## config.mk

```make
export PLATFORM = sky130hd
export DESIGN_NAME = led_status_sched
export DESIGN_NICKNAME = d
export VERILOG_FILES = /design/src/rtl/led_pkg.sv /design/src/rtl/led_tick_gen.sv /design/src/rtl/led_status_sched.sv
export SDC_FILE = /design/constraint.sdc
export NUM_CORES = 1
export LEC_CHECK = 0
export BUFFER_PORTS_ARGS = -buffer_cell sky130_fd_sc_hd__buf_2
export CORE_MARGIN = 1.5
export CORE_UTILIZATION = 30
export DETAILED_ROUTE_END_ITERATION = 8
export GPL_TIMING_DRIVEN = 0
export PLACE_DENSITY = 0.51
export SETUP_SLACK_MARGIN = 0.02
export SKIP_CTS_REPAIR_TIMING = 1
export SYNTH_ARGS = -nofsm -noshare
export SYNTH_HDL_FRONTEND = slang
export SYNTH_SLANG_ARGS = --single-unit
```

## constraint.sdc

```tcl
create_clock -name clk -period 4 [get_ports clk]
set_input_delay 0.8 -clock clk [delete_from_list [all_inputs] [get_ports clk]]
set_output_delay 0.8 -clock clk [all_outputs]
set_load 0.01 [all_outputs]
```

## src/rtl/led_pkg.sv

```systemverilog
// rtl/led_pkg.sv - Shared types and LED bit positions for the LED status scheduler
package led_pkg;

    typedef enum logic [1:0] {
        IDLE = 2'd0,
        SHOW = 2'd1,
        GAP  = 2'd2
    } led_state_e;

    localparam int NLED   = 3;
    localparam int LED1_B = 0;
    localparam int LED2_B = 1;
    localparam int LED3_B = 2;

endpackage

```

## src/rtl/led_tick_gen.sv

```systemverilog
// rtl/led_tick_gen.sv - Free-running prescaler producing a one-cycle tick every TICK_DIV clocks
module led_tick_gen #(
    parameter int TICK_DIV = 1_000_000
) (
    input  logic clk,
    input  logic rst_n,
    output logic tick
);

    localparam int              CW   = $clog2(TICK_DIV);
    localparam logic [CW-1:0]   LAST = CW'(TICK_DIV - 1);

    logic [CW-1:0] cnt_q;
    logic [CW-1:0] cnt_d;

    always_comb begin
        cnt_d = (cnt_q == LAST) ? '0 : cnt_q + CW'(1);
    end

    always_ff @(posedge clk) begin
        if (!rst_n) begin
            cnt_q <= '0;
        end else begin
            cnt_q <= cnt_d;
        end
    end

    assign tick = (cnt_q == LAST);

endmodule

```

## src/rtl/led_status_sched.sv

```systemverilog
// rtl/led_status_sched.sv - Round-robin time-sharing of three status LEDs between NREQ sources
// Optional idle heartbeat on led1 when HEARTBEAT_EN is defined.
module led_status_sched
    import led_pkg::*;
#(
    parameter int TICK_DIV  = 1_000_000,
    parameter int NREQ      = 4,
    parameter int PAT_W     = 8,
    parameter int GAP_TICKS = 2
) (
    input  logic                    clk,
    input  logic                    rst_n,
    input  logic [NREQ-1:0]         req,
    input  logic [NREQ*PAT_W-1:0]   pat,
    input  logic [NREQ*NLED-1:0]    mask,
    output logic [NREQ-1:0]         gnt,
    output logic                    busy,
    output logic                    led1,
    output logic                    led2,
    output logic                    led3
);

    localparam int            SW        = (PAT_W > 1) ? $clog2(PAT_W) : 1;
    localparam int            GW        = (GAP_TICKS > 1) ? $clog2(GAP_TICKS) : 1;
    localparam int            RW        = $clog2(NREQ);
    localparam logic [SW-1:0] LAST_STEP = SW'(PAT_W - 1);
    localparam logic [GW-1:0] GAP_LAST  = GW'(GAP_TICKS - 1);

    logic              tick;
    led_state_e        state_q, state_d;
    logic [SW-1:0]     step_q, step_d;
    logic [GW-1:0]     gap_q, gap_d;
    logic [RW-1:0]     rr_q, rr_d;
    logic [RW-1:0]     owner_q, owner_d;
    logic [PAT_W-1:0]  pat_r_q, pat_r_d;
    logic [NLED-1:0]   mask_r_q, mask_r_d;
    logic [NLED-1:0]   leds_q, leds_d;
    logic [2*NREQ-1:0] req_rot;
    logic [RW-1:0]     win;
    logic              win_vld;
    logic              show_end;

    led_tick_gen #(.TICK_DIV(TICK_DIV)) u_tick (
        .clk   (clk),
        .rst_n (rst_n),
        .tick  (tick)
    );

    // Rotate requests so bit 0 is the rr pointer; lowest set bit wins.
    always_comb begin
        req_rot = {req, req} >> rr_q;
        win     = rr_q;
        win_vld = 1'b0;
        for (int k = NREQ - 1; k >= 0; k--) begin
            if (req_rot[k]) begin
                win     = RW'((int'(rr_q) + k) % NREQ);
                win_vld = 1'b1;
            end
        end
    end

    assign show_end = tick && (step_q == LAST_STEP);

    always_ff @(posedge clk) begin
        if (!rst_n) begin
            state_q  <= IDLE;
            step_q   <= '0;
            gap_q    <= '0;
            rr_q     <= '0;
            owner_q  <= '0;
            pat_r_q  <= '0;
            mask_r_q <= '0;
            leds_q   <= '0;
        end else begin
            state_q  <= state_d;
            step_q   <= step_d;
            gap_q    <= gap_d;
            rr_q     <= rr_d;
            owner_q  <= owner_d;
            pat_r_q  <= pat_r_d;
            mask_r_q <= mask_r_d;
            leds_q   <= leds_d;
        end
    end

    always_comb begin
        state_d  = state_q;
        step_d   = step_q;
        gap_d    = gap_q;
        rr_d     = rr_q;
        owner_d  = owner_q;
        pat_r_d  = pat_r_q;
        mask_r_d = mask_r_q;
        case (state_q)
            IDLE: begin
                if (tick && win_vld) begin
                    state_d = SHOW;
                    step_d  = '0;
                    owner_d = win;
                    rr_d    = (win == RW'(NREQ - 1)) ? '0 : win + RW'(1);
                    for (int i = 0; i < NREQ; i++) begin
                        if (win == RW'(i)) begin
                            pat_r_d  = pat[i*PAT_W +: PAT_W];
                            mask_r_d = mask[i*NLED +: NLED];
                        end
                    end
                end
            end
            SHOW: begin
                if (show_end) begin
                    state_d = GAP;
                    gap_d   = '0;
                end else if (tick) begin
                    step_d = step_q + SW'(1);
                end
            end
            GAP: begin
                if (tick) begin
                    if (gap_q == GAP_LAST) begin
                        state_d = IDLE;
                        gap_d   = '0;
                    end else begin
                        gap_d = gap_q + GW'(1);
                    end
                end
            end
            default: state_d = IDLE;
        endcase
    end

`ifdef HEARTBEAT_EN
    logic [3:0] hb_q, hb_d;

    always_comb begin
        hb_d = tick ? hb_q + 4'd1 : hb_q;
    end

    always_ff @(posedge clk) begin
        if (!rst_n) begin
            hb_q <= '0;
        end else begin
            hb_q <= hb_d;
        end
    end
`endif

    always_comb begin
        busy   = (state_q != IDLE);
        leds_d = '0;
        for (int i = 0; i < NREQ; i++) begin
            gnt[i] = (state_q == SHOW) && (owner_q == RW'(i));
        end
        case (state_q)
            SHOW: begin
                if (!show_end) begin
                    leds_d = pat_r_q[step_q] ? mask_r_q : '0;
                end
            end
`ifdef HEARTBEAT_EN
            IDLE: begin
                if (!(tick && win_vld)) begin
                    leds_d[LED1_B] = hb_q[3];
                end
            end
`endif
            default: leds_d = '0;
        endcase
    end

    assign led1 = leds_q[LED1_B];
    assign led2 = leds_q[LED2_B];
    assign led3 = leds_q[LED3_B];

endmodule
```

==> impl_metrics.ini <==
[outcome]
outcome = finished clean

[cells_and_area]
fin_cells = 446
drive_gt1_frac = 0.267
nFillCells = 831
stdcell_area_um2 = 2930
synthToLayoutAreaGrowth_pct = 21.1
final_cell_mix = buf_2 (62), dfxtp_1 (44), nor2_1 (31), nand2_1 (24)
diodes = 0
layout_commonest_cell = buf_2
final_util = 0.378
final_nets = 399

[clock_network]
cts_tree = yes
cts.path.max_buffers = 2
clkTransAtPathRegs_ns = 0.09
cts_num_sinks = 44
cts_made_buffers = 5
insertion_delay_ns = 0.30
cts_root_buf = clkbuf_8
cts_htree_levels = 2

[die]
dieArea_um2 = 8630
die-height_um = 92.9
start_util = 0.312
core_area_um2 = 7770
fp.dieW_um = 92.9
ios = 58
rows = 32

[grt]
grt_pass1_wl_um = 8920
grt_max_degree = 15
antenna_found_initial = 0
grt-ovfl-total = 0
grt_pass1_vias = 1924
grtUsageTotal = 0.128

[synthesis]
synthFlopType = dfxtp_1
ys_warn_count = 0
synth-seq-cells = 44
syn_area_um2 = 2420
syn_avg_cell_area_um2 = 8.69
ys_types = 42
syn_inst = 279
syn_nets = 335
async_flop_share = 0
synth_edf_count = 0
synth_top_area_share = 0.363
ys_seq_area_frac = 0.363
netlist_top_cells_area = dfxtp_1 (36%), mux2i_1 (6.6%), nor2_1 (4.8%)
yosysTopAreaCell = dfxtp_1

[pwr]
p_int_mw = 0.618
p_switching_mw = 0.204
power_density_nw_per_um2 = 280
power_frac_comb = 0.096
p_clk_frac = 0.365
power_mw = 0.822
sw_frac_of_total = 0.249
power.leakage_nw = 1.15
peakVddDrop_mv = 0.0998
seqPwrFrac = 0.539

[sta]
clock_skew_ns = 0.00515
rsz0062_at_grt = no
fmax_ghz = 0.353
min_period_ns = 2.84
final-setup-viol-count = 0
maxSlewViolCount = 0
hold_viol_final = 0
tightest_slew_ns = 0.861
max_slew_margin = 0.418
setup_tns_ns = 0
period_share = 0.709

[drt]
ant_nets = 0
vias_per_cell = 4.71
drc = 0
dr.first_iter.drc_count = 46
drt_wl_total_um = 5400
wire_per_inst_um = 12.1
dr_total_vias = 2102
drt_pass1_iterations = 4

[worst_setup_path]
cp-end-kind = flop
rrSetupSlack_ns = 1.47
cp_slowest_cell = o41ai_1
worst-setup-path-type = in -> reg
reg2reg_to = pat_r_q[5]
cp.required_ns = 4.24
path_common_cell = buf_2
critPathMaxStageDelay_ns = 0.80
r2r_cells = 10
crit_arrival_ns = 3.08
r2r-start = rr_q[0]
worstPathMaxFanout = 10
cp_cell_sequence = buf_2, nor2b_1, o41ai_1, inv_1, ha_1, buf_2, mux2i_1, nor2_1, a21oi_1, o21a_1, a21oi_2
startpoint_type = input pin

[worst_hold_path]
min_to = leds_q[2]
holdPathStages = 1
worstHoldStart = mask_r_q[2]
min_path_type = reg -> reg

[place]
place_inst = 438
io_buffer_count = 57
gp_congestion = 0.763
dp_hpwl_um = 4150
postPlaceCellArea_um2 = 2840

[job]
cap_viol_max_count = 0
power by group through the flow:
stage	sequential [mW]	clock, mW	combinational, mW
final	0.444	0.300	0.0787
after global routing	0.444	0.331	0.0886
after CTS	0.444	0.309	0.0804
after detailed placement	0.454	0	0.0801
after global placement	0.454	0	0.0784
after floorplan	0.453	0	0.0436
final cells by class:
cell class,instances,area (um2),area share
inverters,5,18.8,0.00640
clock inverters,2,15.0,0.00512
flip-flops and latches,44,881,0.300
well taps,102,128,0.0435
clock buffers,6,82.6,0.0281
multi-input cells,217,1450,0.496
plain buffers,13,70.1,0.0239
repair buffers,57,285,0.0972
worst max-delay path, delay by kind of cell:
| kind | cells | cell delay (ns) |
|---|---|---|
| muxes | 1 | 0.15 |
| and+or+nand+nor | 2 | 0.24 |
| buffers and inverters | 3 | 0.47 |
| adders and majority gates | 1 | 0.24 |
| AOI/OAI and AO/OA | 4 | 1.18 |
worst max-delay path by stage:
stage	from	end	depth (start not counted)	slack, ns
detailed placement	req[0]	pat_r_q[5]	11	0.85
floorplan	req[0]	mask_r_q[0]	10	1.41
CTS	req[0]	pat_r_q[5]	11	1.14
finish	req[0]	pat_r_q[5]	11	1.17
global route	req[0]	pat_r_q[5]	9	0.94
global placement	req[0]	pat_r_q[5]	9	0.89
synthesized netlist by cell type, types with 2 or more instances:
master,number
dfxtp_1,44
nor2_1,31
nand2_1,24
a21oi_1,16
mux2i_1,16
o21a_1,13
a21oi_2,11
o21ai_1,11
nand3_1,8
xnor2_1,8
xor2_1,8
nor2b_1,7
nor3_1,7
clkbuf_1,6
ha_1,6
o21ai_0,6
buf_2,5
inv_1,5
nand4_1,5
and2_1,4
and3_1,4
nor3b_1,4
and4_1,3
nand2b_1,3
nor4_1,3
or3_1,3
buf_6,2
mux4_2,2
registers in the layout, indices dropped and copies added, names as in the netlist:
name          count
leds_q            3
u_tick.cnt_q     20
step_q            3
gap_q             1
owner_q           2
pat_r_q           8
state_q           2
mask_r_q          3
rr_q              2
through the flow:
stage | worst slack (ns) | hold WS, ns
finish | 1.17 | 0.466
global route | 0.944 | 0.484
CTS | 1.14 | 0.469
detailed placement | 0.846 | 0.445
global placement | 0.888 | 0.447
floorplan | 1.41 | 0.430
layer usage:
| layer | global-route usage | routed length (um) | vias up |
|---|---|---|---|
| met1 | 0.181 | 2740 | 953 |
| met5 | 0 | 0 | - |
| met3 | 0.0238 | 163 | 7 |
| met2 | 0.192 | 2420 | 29 |
| li1 | - | - | 1113 |
| met4 | 0.0455 | 76 | 0 |
cells by family (layout without fill, tap and decap cells):
| kind of cell | after synthesis | in the layout | synth area share |
|---|---|---|---|
| simple gates | 113 | 113 | 0.247 |
| compound gates | 63 | 63 | 0.175 |
| flops | 44 | 44 | 0.363 |
| mux | 19 | 19 | 0.0893 |
| buf+inv | 18 | 83 | 0.0367 |
| xor+xnor | 16 | 16 | 0.0578 |
| fa+ha+maj | 6 | 6 | 0.0310 |
Power figures use the tool's default switching activity.
